<file path="config.mk">
export PLATFORM = sky130hd
export DESIGN_NAME = bus_arbiter2
export DESIGN_NICKNAME = d
export VERILOG_FILES = /design/src/rtl/bus_arbiter2.sv
export SDC_FILE = /design/constraint.sdc
export NUM_CORES = 1
export LEC_CHECK = 0
export BUFFER_PORTS_ARGS = -buffer_cell sky130_fd_sc_hd__buf_2
export CORE_UTILIZATION = 40
export CTS_CLUSTER_SIZE = 12
export DETAILED_ROUTE_END_ITERATION = 6
export PLACE_DENSITY = 0.73
export SLEW_MARGIN = 10
export SYNTH_ARGS = -nofsm -noshare
export SYNTH_HDL_FRONTEND = slang
export SYNTH_SLANG_ARGS = --single-unit
export TNS_END_PERCENT = 5
</file>
<file path="constraint.sdc">
create_clock -name clk -period 2.1 [get_ports clk]
set_input_delay 0.42 -clock clk [delete_from_list [all_inputs] [get_ports clk]]
set_output_delay 0.42 -clock clk [all_outputs]
set_load 0.005 [all_outputs]
</file>
<file path="src/rtl/bus_arbiter2.sv">
// Round-robin share of one 8-bit slave bus between two masters (m0 CPU, m1 DMA/loader).
// Access = 3+ cycles: grant/latch, wait for s_ready (or timeout), one-cycle ack; masters hold requests until ack.
module bus_arbiter2 #(
    parameter int ADDR_W  = 8,
    parameter int DATA_W  = 8,
    parameter int TIMEOUT = 15
) (
    input  logic              clk,
    input  logic              rst,
    input  logic              m0_write,
    input  logic              m0_read,
    input  logic [ADDR_W-1:0] m0_addr,
    input  logic [DATA_W-1:0] m0_wdata,
    output logic [DATA_W-1:0] m0_rdata,
    output logic              m0_ack,
    output logic              m0_err,
    input  logic              m1_write,
    input  logic              m1_read,
    input  logic [ADDR_W-1:0] m1_addr,
    input  logic [DATA_W-1:0] m1_wdata,
    output logic [DATA_W-1:0] m1_rdata,
    output logic              m1_ack,
    output logic              m1_err,
    output logic              s_write,
    output logic              s_read,
    output logic [ADDR_W-1:0] s_addr,
    output logic [DATA_W-1:0] s_wdata,
    input  logic [DATA_W-1:0] s_rdata,
    input  logic              s_ready,
    output logic [1:0]        grant
);

    localparam int CNT_W = (TIMEOUT > 0) ? $clog2(TIMEOUT + 1) : 1;
    localparam logic [CNT_W-1:0] TO_LAST = CNT_W'((TIMEOUT > 0) ? TIMEOUT - 1 : 0);

    typedef enum logic [1:0] {IDLE, ACCESS, DONE} state_t;

    state_t           state;
    state_t           state_nxt;
    logic             req0;
    logic             req1;
    logic             any_req;
    logic             pick1;
    logic             sel_write;
    logic             sel_read;
    logic             timeout_hit;
    logic             finish;
    logic             last_grant;   // 0 = m0 owned the last access, 1 = m1
    logic [CNT_W-1:0] cnt;

    always_comb begin
        req0        = m0_write | m0_read;
        req1        = m1_write | m1_read;
        any_req     = req0 | req1;
        // m1 wins alone, or under contention when m0 had the previous turn
        pick1       = req1 & (~req0 | ~last_grant);
        sel_write   = pick1 ? m1_write : m0_write;
        sel_read    = pick1 ? m1_read  : m0_read;
        timeout_hit = (TIMEOUT > 0) && (cnt == TO_LAST);
        finish      = s_ready | timeout_hit;
        state_nxt   = state;
        case (state)
            IDLE:    if (any_req) state_nxt = ACCESS;
            ACCESS:  if (finish)  state_nxt = DONE;
            DONE:    state_nxt = IDLE;
            default: state_nxt = IDLE;
        endcase
    end

    always_ff @(posedge clk or negedge rst) begin
        if (!rst) begin
            state <= IDLE;
        end else begin
            state <= state_nxt;
        end
    end

    always_ff @(posedge clk or negedge rst) begin
        if (!rst) begin
            s_write    <= 1'b0;
            s_read     <= 1'b0;
            s_addr     <= '0;
            s_wdata    <= '0;
            grant      <= 2'b00;
            last_grant <= 1'b1;
            cnt        <= '0;
            m0_ack     <= 1'b0;
            m0_err     <= 1'b0;
            m0_rdata   <= '0;
            m1_ack     <= 1'b0;
            m1_err     <= 1'b0;
            m1_rdata   <= '0;
        end else begin
            m0_ack <= 1'b0;
            m0_err <= 1'b0;
            m1_ack <= 1'b0;
            m1_err <= 1'b0;
            case (state)
                IDLE: begin
                    if (any_req) begin
                        s_addr     <= pick1 ? m1_addr  : m0_addr;
                        s_wdata    <= pick1 ? m1_wdata : m0_wdata;
                        s_write    <= sel_write;
                        s_read     <= sel_read & ~sel_write;
                        grant      <= pick1 ? 2'b10 : 2'b01;
                        last_grant <= pick1;
                        cnt        <= '0;
                    end
                end
                ACCESS: begin
                    if (finish) begin
                        // s_ready has priority, so err only when the slave never answered
                        s_write <= 1'b0;
                        s_read  <= 1'b0;
                        grant   <= 2'b00;
                        if (grant[1]) begin
                            m1_ack <= 1'b1;
                            m1_err <= ~s_ready;
                            if (s_read) m1_rdata <= s_ready ? s_rdata : '1;
                        end else begin
                            m0_ack <= 1'b1;
                            m0_err <= ~s_ready;
                            if (s_read) m0_rdata <= s_ready ? s_rdata : '1;
                        end
                    end else if (TIMEOUT > 0) begin
                        cnt <= cnt + CNT_W'(1);
                    end
                end
                default: ;
            endcase
        end
    end

endmodule

</file>
==> flow_metrics.env, run 1 <==
export IMPL_start_kind="flop"
export IMPL_arrival_ns=2.00
export IMPL_setup_viol=0
export IMPL_skew_ns=0.00636
export IMPL_path_clk_slew_ns=0.09
export IMPL_dp_cells=314
export IMPL_slew_headroom_pct=57.4
export IMPL_vias_per_cell=5.13
export IMPL_postCtsSetupRepairBufs=0
export IMPL_finalMaxSlewViolations=0
export IMPL_r2r_cells=6
export IMPL_cts_tree="built"
export IMPL_final_nets=300
export IMPL_fmax_ghz=0.555
export IMPL_critPathRequiredTime_ns=2.29
export IMPL_path_cells="inv_1 -> ha_1 -> a31oi_2 -> nor4b_4 -> buf_4 -> mux2_2"
export IMPL_port_buffers=86
export IMPL_critPathKind="reg -> reg"
export IMPL_cts_sinks=47
export IMPL_synth_edff_count=0
export IMPL_ant_nets=0
export IMPL_grt_pass1_wl_um=7450
export IMPL_drcViolationCount=0
export IMPL_reg2reg_slack_ns=0.30
export IMPL_yosysUniqueCellTypes=47
export IMPL_async_reset_ff_share_pct=100
export IMPL_cpPeakStageDelay_ns=0.45
export IMPL_h_tree_depth=2
export IMPL_post_place_ws_ns=0.310
export IMPL_root_buffer="clkbuf_8"
export IMPL_synth_main_ff_cell="dfrtp_1"
export IMPL_grt_total_usage_pct=17.7
export IMPL_max_clock_path_buffers=2
export IMPL_peakVddDrop_mv=0.583
export IMPL_finalHoldViolCount=0
export IMPL_grt_pass1_vias=1593
export IMPL_ys_ff_latch=47
export IMPL_crit_path_end_kind="flop"
export IMPL_syn_area_sq_mm=0.00216
export IMPL_die_h_um=75.5
export IMPL_max_slew_worst_pin_slew_ns=0.633
export IMPL_gp_congestion=0.726
export IMPL_crit_end="m0_rdata[7]$_DFFE_PN0P_"
export IMPL_drtIter0Drc=31
export IMPL_critical_path_cell_count=6
export IMPL_hold_slack_ns=0.102
export IMPL_row_count=26
export IMPL_syn_to_final_growth_pct=28.9
export IMPL_cp_max_fo=8
export IMPL_cp_num_buf_inv=2
export IMPL_coreArea_sq_mm=0.00517
export IMPL_instances_no_fill=322
export IMPL_status="completed"
export IMPL_grt_max_degree=25
export IMPL_num_vias=1651
export IMPL_io_pins=87
export IMPL_routed_wl_um=4530
export IMPL_dieArea_sq_mm=0.00571
export IMPL_wl_per_cell_um=14.1
export IMPL_setup_ws_ns=0.297
export IMPL_critPathSlowestCell="dfrtp_1"
export IMPL_dp_hpwl_um=3380
export IMPL_startpoint="cnt[0]$_DFFE_PN0P_"
export IMPL_cap_violations=0
export IMPL_holdCritPathClass="in -> async"
export IMPL_drive_above_1_share_pct=56.0
export IMPL_initial_core_util_pct=41.8
export IMPL_cts_made_buffers=5
export IMPL_synth_cells=160
export IMPL_rsz0062_at_grt="no"
export IMPL_cts_hold_buf=0
export IMPL_pwr_density_cell_mw_per_mm2=1310
export IMPL_ctsResizeCount=0
export IMPL_syn_nets=209
export IMPL_chipWidth_um=75.5
export IMPL_avgSynthCellArea_sq_um=13.5
export IMPL_path_delay_family="flip-flops"
export IMPL_worstSkewPairLatency_ns=0.30
export IMPL_final_period_utilization_pct=85.9
export IMPL_synth_warnings=0
export IMPL_grt_ovfl_total=0
export IMPL_r2r_end="m0_rdata[7]$_DFFE_PN0P_"
export IMPL_timing_rr_start="cnt[0]$_DFFE_PN0P_"
export IMPL_timing_setup_tns_ns=0
export IMPL_yosysSeqAreaShare_pct=54.4
export IMPL_p_leak_nw=1.32
export IMPL_num_antenna_cells=0
export IMPL_grt_antenna_before_repair=0
export IMPL_drtPass1Iterations=4
export IMPL_final_min_clock_period_ns=1.80
==> worst register-to-register path, delay by kind of cell, from the launching register on <==
| family | cells | cell delay (ns) |
|---|---|---|
| buf+inv | 2 | 0.28 |
| mux | 1 | 0.34 |
| compound gates | 1 | 0.15 |
| flops | 1 | 0.45 |
| fa+ha+maj | 1 | 0.20 |
| simple gates | 1 | 0.26 |
==> cell usage in the layout (no fill, tap or decap), types with 2 or more instances in the layout <==
master,n
a31o_2,2
a21boi_2,7
nand2_1,2
nand3_1,3
nand2b_1,8
ha_1,2
nor3b_1,2
a21boi_1,2
buf_2,86
clkbuf_8,6
a221o_1,15
inv_1,4
o21ai_0,3
nor2_1,3
buf_4,5
a21boi_0,8
dfrtp_1,46
mux2_2,16
==> power breakdown <==
group | switching (mW) | leakage (nW) | internal (mW)
Clock | 0.299 | 0.0474 | 0.269
Combinational | 0.679 | 0.697 | 0.867
Sequential | 0.240 | 0.575 | 1.31
Total | 1.22 | 1.32 | 2.45
==> area by class of cell <==
class                      instances  area (sq um)
clock buffer                       6          82.6
clock inverter                     2          16.3
fill                             448          2380
inverter                           4          15.0
multi-input combinational        101           921
sequential                        47          1180
tap                               70          87.6
timing repair buffer              92           488
==> metal layers <==
metal	vias to the layer above	GRT usage [%]	wire (um)
met4	0	7.61	65
met2	70	29.6	2150
met3	8	3.70	254
met1	783	22.4	2060
met5	-	0	0
li1	790	-	-
==> cell usage after synthesis (2+ instances only) <==
cell      number  area share, %
o21ai_0        3           0.69
ha_1           2            1.2
mux2_2        16            8.3
nand2b_1       8            2.3
inv_1          4           0.69
a21boi_2       7            3.6
clkbuf_1       2           0.35
dfrtp_1       46             53
nand2_1        2           0.35
buf_6          2            1.0
nor3b_1        2           0.69
a21boi_1       2           0.69
a31o_2         2           0.81
nor2_1         3           0.52
a221o_1       15            6.9
nand3_1        3           0.69
buf_2          4           0.93
a21boi_0       8            2.8
==> worst min path at each step <==
stage          slack (ns)                      end
4_1_cts              0.11         m0_ack$_DFF_PN0_
6_report             0.10         m1_ack$_DFF_PN0_
3_5_place_dp         0.44  m1_rdata[5]$_DFFE_PN0P_
2_1_floorplan        0.12       cnt[0]$_DFFE_PN0P_
5_1_grt              0.14    s_addr[3]$_DFFE_PN0P_
3_3_place_gp         0.44  m1_rdata[5]$_DFFE_PN0P_
==> per-stage QoR <==
stage	power (mW)	instance area, sq um	utilization, %
floorplan	2.50	2160	-
global placement	3.09	2690	52.0
detailed placement	3.14	2690	52.0
CTS	3.72	2790	53.9
global route	3.98	2790	53.9
finish	3.66	2790	53.9
==> state kept, by name, indices dropped and copies added (netlist names), 2 cells and up <==
register	count
m1_rdata	8
grant	2
m0_rdata	8
cnt	4
state	2
s_wdata	8
s_addr	8
==> cell families (layout without fill, tap and decap cells) <==
family / count (synthesis) / after routing / synth area share, %
AOI/OAI and AO/OA: 49 / 49 / 21.1
adders and majority gates: 2 / 2 / 1.16
buffers and inverters: 12 / 104 / 3.01
DFF: 47 / 47 / 54.4
muxes: 18 / 18 / 9.83
and+or+nand+nor: 32 / 32 / 10.5
No activity file was read; power rests on OpenSTA's default activity.
==> inputs of run 2 (changes only) <==
--- a/config.mk
+++ b/config.mk
@@ -10,6 +10,7 @@
 export CTS_CLUSTER_SIZE = 12
 export DETAILED_ROUTE_END_ITERATION = 6
 export PLACE_DENSITY = 0.73
+export REMOVE_ABC_BUFFERS = 1
 export SLEW_MARGIN = 10
 export SYNTH_ARGS = -nofsm -noshare
 export SYNTH_HDL_FRONTEND = slang
==> flow_metrics.env, run 2 (synthesis gave the netlist of run 1 again) <==
export IMPL_post_place_ws_ns=0.276
export IMPL_fin_area_sq_mm=0.00280
export IMPL_h_tree_depth=2
export IMPL_use_met3_pct=5.82
export IMPL_io_pins=87
export IMPL_path_delay_family="flip-flops"
export IMPL_final_nets=299
export IMPL_dpl_cell_area_sq_mm=0.00268
export IMPL_num_antenna_cells=0
export IMPL_instances_no_fill=321
export IMPL_cts_sinks=47
export IMPL_slew_headroom_pct=64.5
export IMPL_grt_max_degree=26
export IMPL_critPathKind="reg -> reg"
export IMPL_worstSkewPairLatency_ns=0.30
export IMPL_use_met2_pct=30.2
export IMPL_final_period_utilization_pct=86.5
export IMPL_row_count=26
export IMPL_drtIter0Drc=56
export IMPL_p_leak_nw=1.33
export IMPL_timing_setup_tns_ns=0
export IMPL_postCtsSetupRepairBufs=0
export IMPL_drtPass1Iterations=4
export IMPL_initial_core_util_pct=41.8
export IMPL_final_common_cell="buf_2"
export IMPL_grtUsageMet1_pct=22.6
export IMPL_cpPeakStageDelay_ns=0.45
export IMPL_routed_wl_um=4680
export IMPL_grt_pass1_vias=1635
export IMPL_die_h_um=75.5
export IMPL_fmax_ghz=0.550
export IMPL_path_cells="inv_1 -> ha_1 -> a31oi_2 -> nor4b_4 -> buf_4 -> mux2_2"
export IMPL_critPathRequiredTime_ns=2.28
export IMPL_finalHoldViolCount=0
export IMPL_fillers=451
export IMPL_drive_above_1_share_pct=55.8
export IMPL_finalMaxSlewViolations=0
export IMPL_critPathSlowestCell="dfrtp_1"
export IMPL_num_vias=1661
export IMPL_setup_viol=0
export IMPL_pwr_density_cell_mw_per_mm2=1350
export IMPL_holdCritPathClass="in -> async"
export IMPL_arrival_ns=2.00
export IMPL_cts_tree="built"
export IMPL_cts_hold_buf=0
export IMPL_rsz0062_at_grt="no"
export IMPL_grt_ovfl_total=0
export IMPL_grt_antenna_before_repair=0
export IMPL_crit_path_end_kind="flop"
export IMPL_grt_pass1_wl_um=7630
export IMPL_cap_violations=0
export IMPL_chipWidth_um=75.5
export IMPL_dp_hpwl_um=3400
export IMPL_root_buffer="clkbuf_8"
export IMPL_wl_per_cell_um=14.6
export IMPL_skew_ns=0.00422
export IMPL_vias_per_cell=5.17
export IMPL_ant_nets=0
export IMPL_peakVddDrop_mv=0.624
export IMPL_cp_num_buf_inv=2
export IMPL_busiest_layer="met2"
export IMPL_dp_cells=313
export IMPL_max_slew_worst_pin_slew_ns=0.532
export IMPL_start_kind="flop"
export IMPL_ctsResizeCount=0
export IMPL_grt_total_usage_pct=18.2
export IMPL_gp_congestion=0.731
export IMPL_final_cell_mix="86 x buf_2, 46 x dfrtp_1, 16 x mux2_2, 15 x a221o_1"
export IMPL_dieArea_sq_mm=0.00571
export IMPL_max_clock_path_buffers=2
export IMPL_port_buffers=86
export IMPL_cp_max_fo=8
export IMPL_syn_to_final_growth_pct=29.4
export IMPL_path_clk_slew_ns=0.09
export IMPL_coreArea_sq_mm=0.00517
export IMPL_final_min_clock_period_ns=1.82
export IMPL_status="completed"
export IMPL_cts_made_buffers=5
export IMPL_drcViolationCount=0
export IMPL_setup_ws_ns=0.282
==> run 2: cell types whose count changed in the layout (fill, tap and decap cells not counted) <==
| cell | change |
|---|---|
| clkinv_2 | +1 |
| clkinv_4 | -1 |
| bufinv_16 | +1 |
| clkinvlp_4 | -1 |
| buf_4 | -1 |
==> run 2: layer usage <==
layer	part of all wire, %	vias up
met5	0	-
met4	1.3	0
met3	7.3	6
met2	47	75
met1	45	798
li1	-	782
==> run 2: worst paths after layout <==
check	startpoint	to	slack [ns]	depth (start not counted)
min reg2reg	m1_rdata[7]$_DFFE_PN0P_	m1_rdata[7]$_DFFE_PN0P_	0.51	1
max in group asynchronous	rst	s_wdata[0]$_DFFE_PN0P_	1.50	2
max reg2reg	cnt[0]$_DFFE_PN0P_	m0_rdata[5]$_DFFE_PN0P_	0.28	6
min	rst	s_read$_DFFE_PN0P_	0.09	1
min in group clk	m1_addr[5]	s_addr[5]$_DFFE_PN0P_	0.35	2
max	cnt[0]$_DFFE_PN0P_	m0_rdata[5]$_DFFE_PN0P_	0.28	6
==> run 2: report_power, final <==
part	leakage (nW)	internal (mW)	switching, mW
sequential	0.575	1.31	0.245
combinational	0.692	0.853	0.694
clock	0.0612	0.385	0.294
total	1.33	2.55	1.23
==> run 2: worst reg2reg max path, cell delays in order (launching register included) <==
cell and delay (ns):
dfrtp_1 0.45, inv_1 0.08, ha_1 0.20, a31oi_2 0.15
nor4b_4 0.26, buf_4 0.21, mux2_2 0.35
==> run 2: layout make-up <==
| cell class | instances | area, sq um | area share (%) |
|---|---|---|---|
| inverter | 4 | 15.0 | 0.536 |
| multi-input combinational | 101 | 921 | 32.9 |
| sequential | 47 | 1180 | 42.1 |
| tap | 70 | 87.6 | 3.13 |
| timing repair buffer | 91 | 480 | 17.2 |
| clock buffer | 6 | 82.6 | 2.95 |
| clock inverter | 2 | 35.0 | 1.25 |
==> run 2: stage by stage <==
| stage | power, mW | utilization, % | hold WS, ns |
|---|---|---|---|
| final | 3.78 | 54.1 | 0.0904 |
| after global routing | 4.10 | 54.1 | 0.115 |
| after detailed placement | 3.13 | 51.8 | 0.436 |
| after floorplan | 2.47 | - | 0.124 |
| after global placement | 3.09 | 51.8 | 0.428 |
| after CTS | 3.82 | 54.1 | 0.103 |
==> inputs of run 3 (changes only) <==
--- a/config.mk
+++ b/config.mk
@@ -9,6 +9,7 @@
 export CORE_UTILIZATION = 40
 export CTS_CLUSTER_SIZE = 12
 export DETAILED_ROUTE_END_ITERATION = 6
+export MAX_ROUTING_LAYER = met4
 export PLACE_DENSITY = 0.73
 export REMOVE_ABC_BUFFERS = 1
 export SLEW_MARGIN = 10
==> constraint.sdc (replaced) <==
create_clock -name clk -period 2.25 [get_ports clk]
set_input_delay 0.45 -clock clk [delete_from_list [all_inputs] [get_ports clk]]
set_output_delay 0.45 -clock clk [all_outputs]
set_load 0.005 [all_outputs]
==> flow_metrics.env, run 3 (synthesis gave the netlist of run 1 again) <==
export IMPL_status="completed"
export IMPL_cts_made_buffers=5
export IMPL_peakVddDrop_mv=0.563
export IMPL_p_leak_nw=1.32
export IMPL_chipWidth_um=75.5
export IMPL_final_min_clock_period_ns=1.98
export IMPL_initial_core_util_pct=41.8
export IMPL_slew_headroom_pct=59.0
export IMPL_ant_nets=0
export IMPL_wl_per_cell_um=13.8
export IMPL_p_clk_share_pct=16.0
export IMPL_final_period_utilization_pct=87.8
export IMPL_skew_ns=0.00843
export IMPL_drtPass1Iterations=4
export IMPL_port_buffers=86
export IMPL_critPathRequiredTime_ns=2.43
export IMPL_r2r_cells=5
export IMPL_max_slew_worst_pin_slew_ns=0.610
export IMPL_timing_rr_start="cnt[0]$_DFFE_PN0P_"
export IMPL_worstSkewPairLatency_ns=0.29
export IMPL_p_int_mw=2.31
export IMPL_root_buffer="clkbuf_8"
export IMPL_die_h_um=75.5
export IMPL_io_pins=87
export IMPL_ctsResizeCount=0
export IMPL_arrival_ns=2.16
export IMPL_critPathKind="reg -> reg"
export IMPL_setup_viol=0
export IMPL_dieArea_sq_mm=0.00571
export IMPL_fin_area_sq_mm=0.00279
export IMPL_path_cells="inv_1 -> ha_1 -> a31oi_2 -> nor4b_4 -> mux2_2"
export IMPL_use_met3_pct=5.56
export IMPL_num_antenna_cells=0
export IMPL_dp_hpwl_um=3290
export IMPL_critPathSlowestCell="nor4b_4"
export IMPL_grt_total_usage_pct=17.5
export IMPL_finalHoldViolCount=0
export IMPL_finalMaxSlewViolations=0
export IMPL_routed_wl_um=4420
export IMPL_r2r_end="m0_rdata[3]$_DFFE_PN0P_"
export IMPL_use_met2_pct=28.1
export IMPL_switchingPower_mw=1.13
export IMPL_busiest_layer="met2"
export IMPL_path_clk_slew_ns=0.09
export IMPL_cap_violations=0
export IMPL_max_clock_path_buffers=2
export IMPL_drcViolationCount=0
export IMPL_comb_power_share_pct=41.4
export IMPL_grt_pass1_wl_um=7160
export IMPL_start_kind="flop"
export IMPL_grt_max_degree=26
export IMPL_final_nets=299
export IMPL_cts_tree="built"
export IMPL_timing_setup_tns_ns=0
export IMPL_coreArea_sq_mm=0.00517
export IMPL_dpl_cell_area_sq_mm=0.00268
export IMPL_cpPeakStageDelay_ns=0.57
export IMPL_reg2reg_slack_ns=0.27
export IMPL_pwr_density_cell_mw_per_mm2=1230
export IMPL_cts_hold_buf=0
export IMPL_h_tree_depth=2
export IMPL_grt_antenna_before_repair=0
export IMPL_swShare_pct=32.8
export IMPL_cts_sinks=47
export IMPL_sequentialPowerShare_pct=42.6
export IMPL_final_cell_mix="86 x buf_2, 46 x dfrtp_1, 16 x mux2_2, 15 x a221o_1"
export IMPL_grt_pass1_vias=1602
export IMPL_num_vias=1650
export IMPL_gp_congestion=0.730
export IMPL_crit_path_end_kind="flop"
export IMPL_postCtsSetupRepairBufs=0
export IMPL_holdCritPathClass="in -> async"
export IMPL_grtUsageMet1_pct=20.8
export IMPL_grt_ovfl_total=0
export IMPL_cp_max_fo=8
export IMPL_drtIter0Drc=81
export IMPL_final_common_cell="buf_2"
export IMPL_rsz0062_at_grt="no"
export IMPL_fmax_ghz=0.506
export IMPL_vias_per_cell=5.14
export IMPL_syn_to_final_growth_pct=28.7
export IMPL_row_count=26
export IMPL_drive_above_1_share_pct=55.8
## run 3: cell count changes in the layout (fill, tap and decap cells not counted)
cell | previous run | this run
bufinv_16 | 1 | 0
clkbuf_8 | 6 | 7
clkinv_2 | 1 | 0
clkinvlp_4 | 0 | 1
## run 3: layout make-up
cell class / count / area [sq um]
clock inverter: 1 / 7.51
tap: 70 / 87.6
multi-input combinational: 101 / 921
clock buffer: 7 / 96.3
fill: 449 / 2390
timing repair buffer: 91 / 480
sequential: 47 / 1180
inverter: 4 / 15.0
## run 3: metrics by stage
stage	hold WS [ns]	utilization, %	setup slack [ns]	power [mW]	cells
finish	0.143	53.8	0.273	3.44	321
CTS	0.163	53.8	0.251	3.47	321
global placement	0.485	51.8	0.329	2.89	313
global route	0.175	53.8	0.140	3.72	321
detailed placement	0.481	51.8	0.266	2.93	313
floorplan	0.154	-	0.468	2.31	152
## run 3: worst max-delay path by stage
stage          slack (ns)  depth (start not counted)               start                       to
2_1_floorplan        0.47                          5  cnt[0]$_DFFE_PN0P_  m0_rdata[0]$_DFFE_PN0P_
3_3_place_gp         0.33                          5  cnt[0]$_DFFE_PN0P_  m0_rdata[3]$_DFFE_PN0P_
5_1_grt              0.14                          5  cnt[0]$_DFFE_PN0P_  m0_rdata[5]$_DFFE_PN0P_
3_5_place_dp         0.27                          5  cnt[0]$_DFFE_PN0P_  m0_rdata[3]$_DFFE_PN0P_
4_1_cts              0.25                          5  cnt[0]$_DFFE_PN0P_  m0_rdata[6]$_DFFE_PN0P_
6_report             0.27                          5  cnt[0]$_DFFE_PN0P_  m0_rdata[3]$_DFFE_PN0P_
## run 3: power groups by stage
stage               clock network (mW)  logic [mW]  registers [mW]
CTS                              0.563        1.45            1.46
detailed placement                   0        1.46            1.47
finish                           0.550        1.42            1.46
floorplan                            0       0.833            1.47
global placement                     0        1.42            1.47
global route                     0.595        1.61            1.52
## run 3: layer usage
| layer | part of all wire, % | wire, um | vias to the layer above |
|---|---|---|---|
| met1 | 45 | 2000 | 786 |
| met2 | 47 | 2080 | 73 |
| li1 | - | - | 786 |
| met3 | 6.7 | 298 | 5 |
| met5 | 0 | 0 | - |
| met4 | 1.0 | 44 | 0 |
## run 3: critical path: cells and delay by family, from the launching register on
family | cells | cell delay [ns]
buffers and inverters | 1 | 0.09
muxes | 1 | 0.40
and+or+nand+nor | 1 | 0.57
adders and majority gates | 1 | 0.20
DFF | 1 | 0.45
AOI/OAI and AO/OA | 1 | 0.15
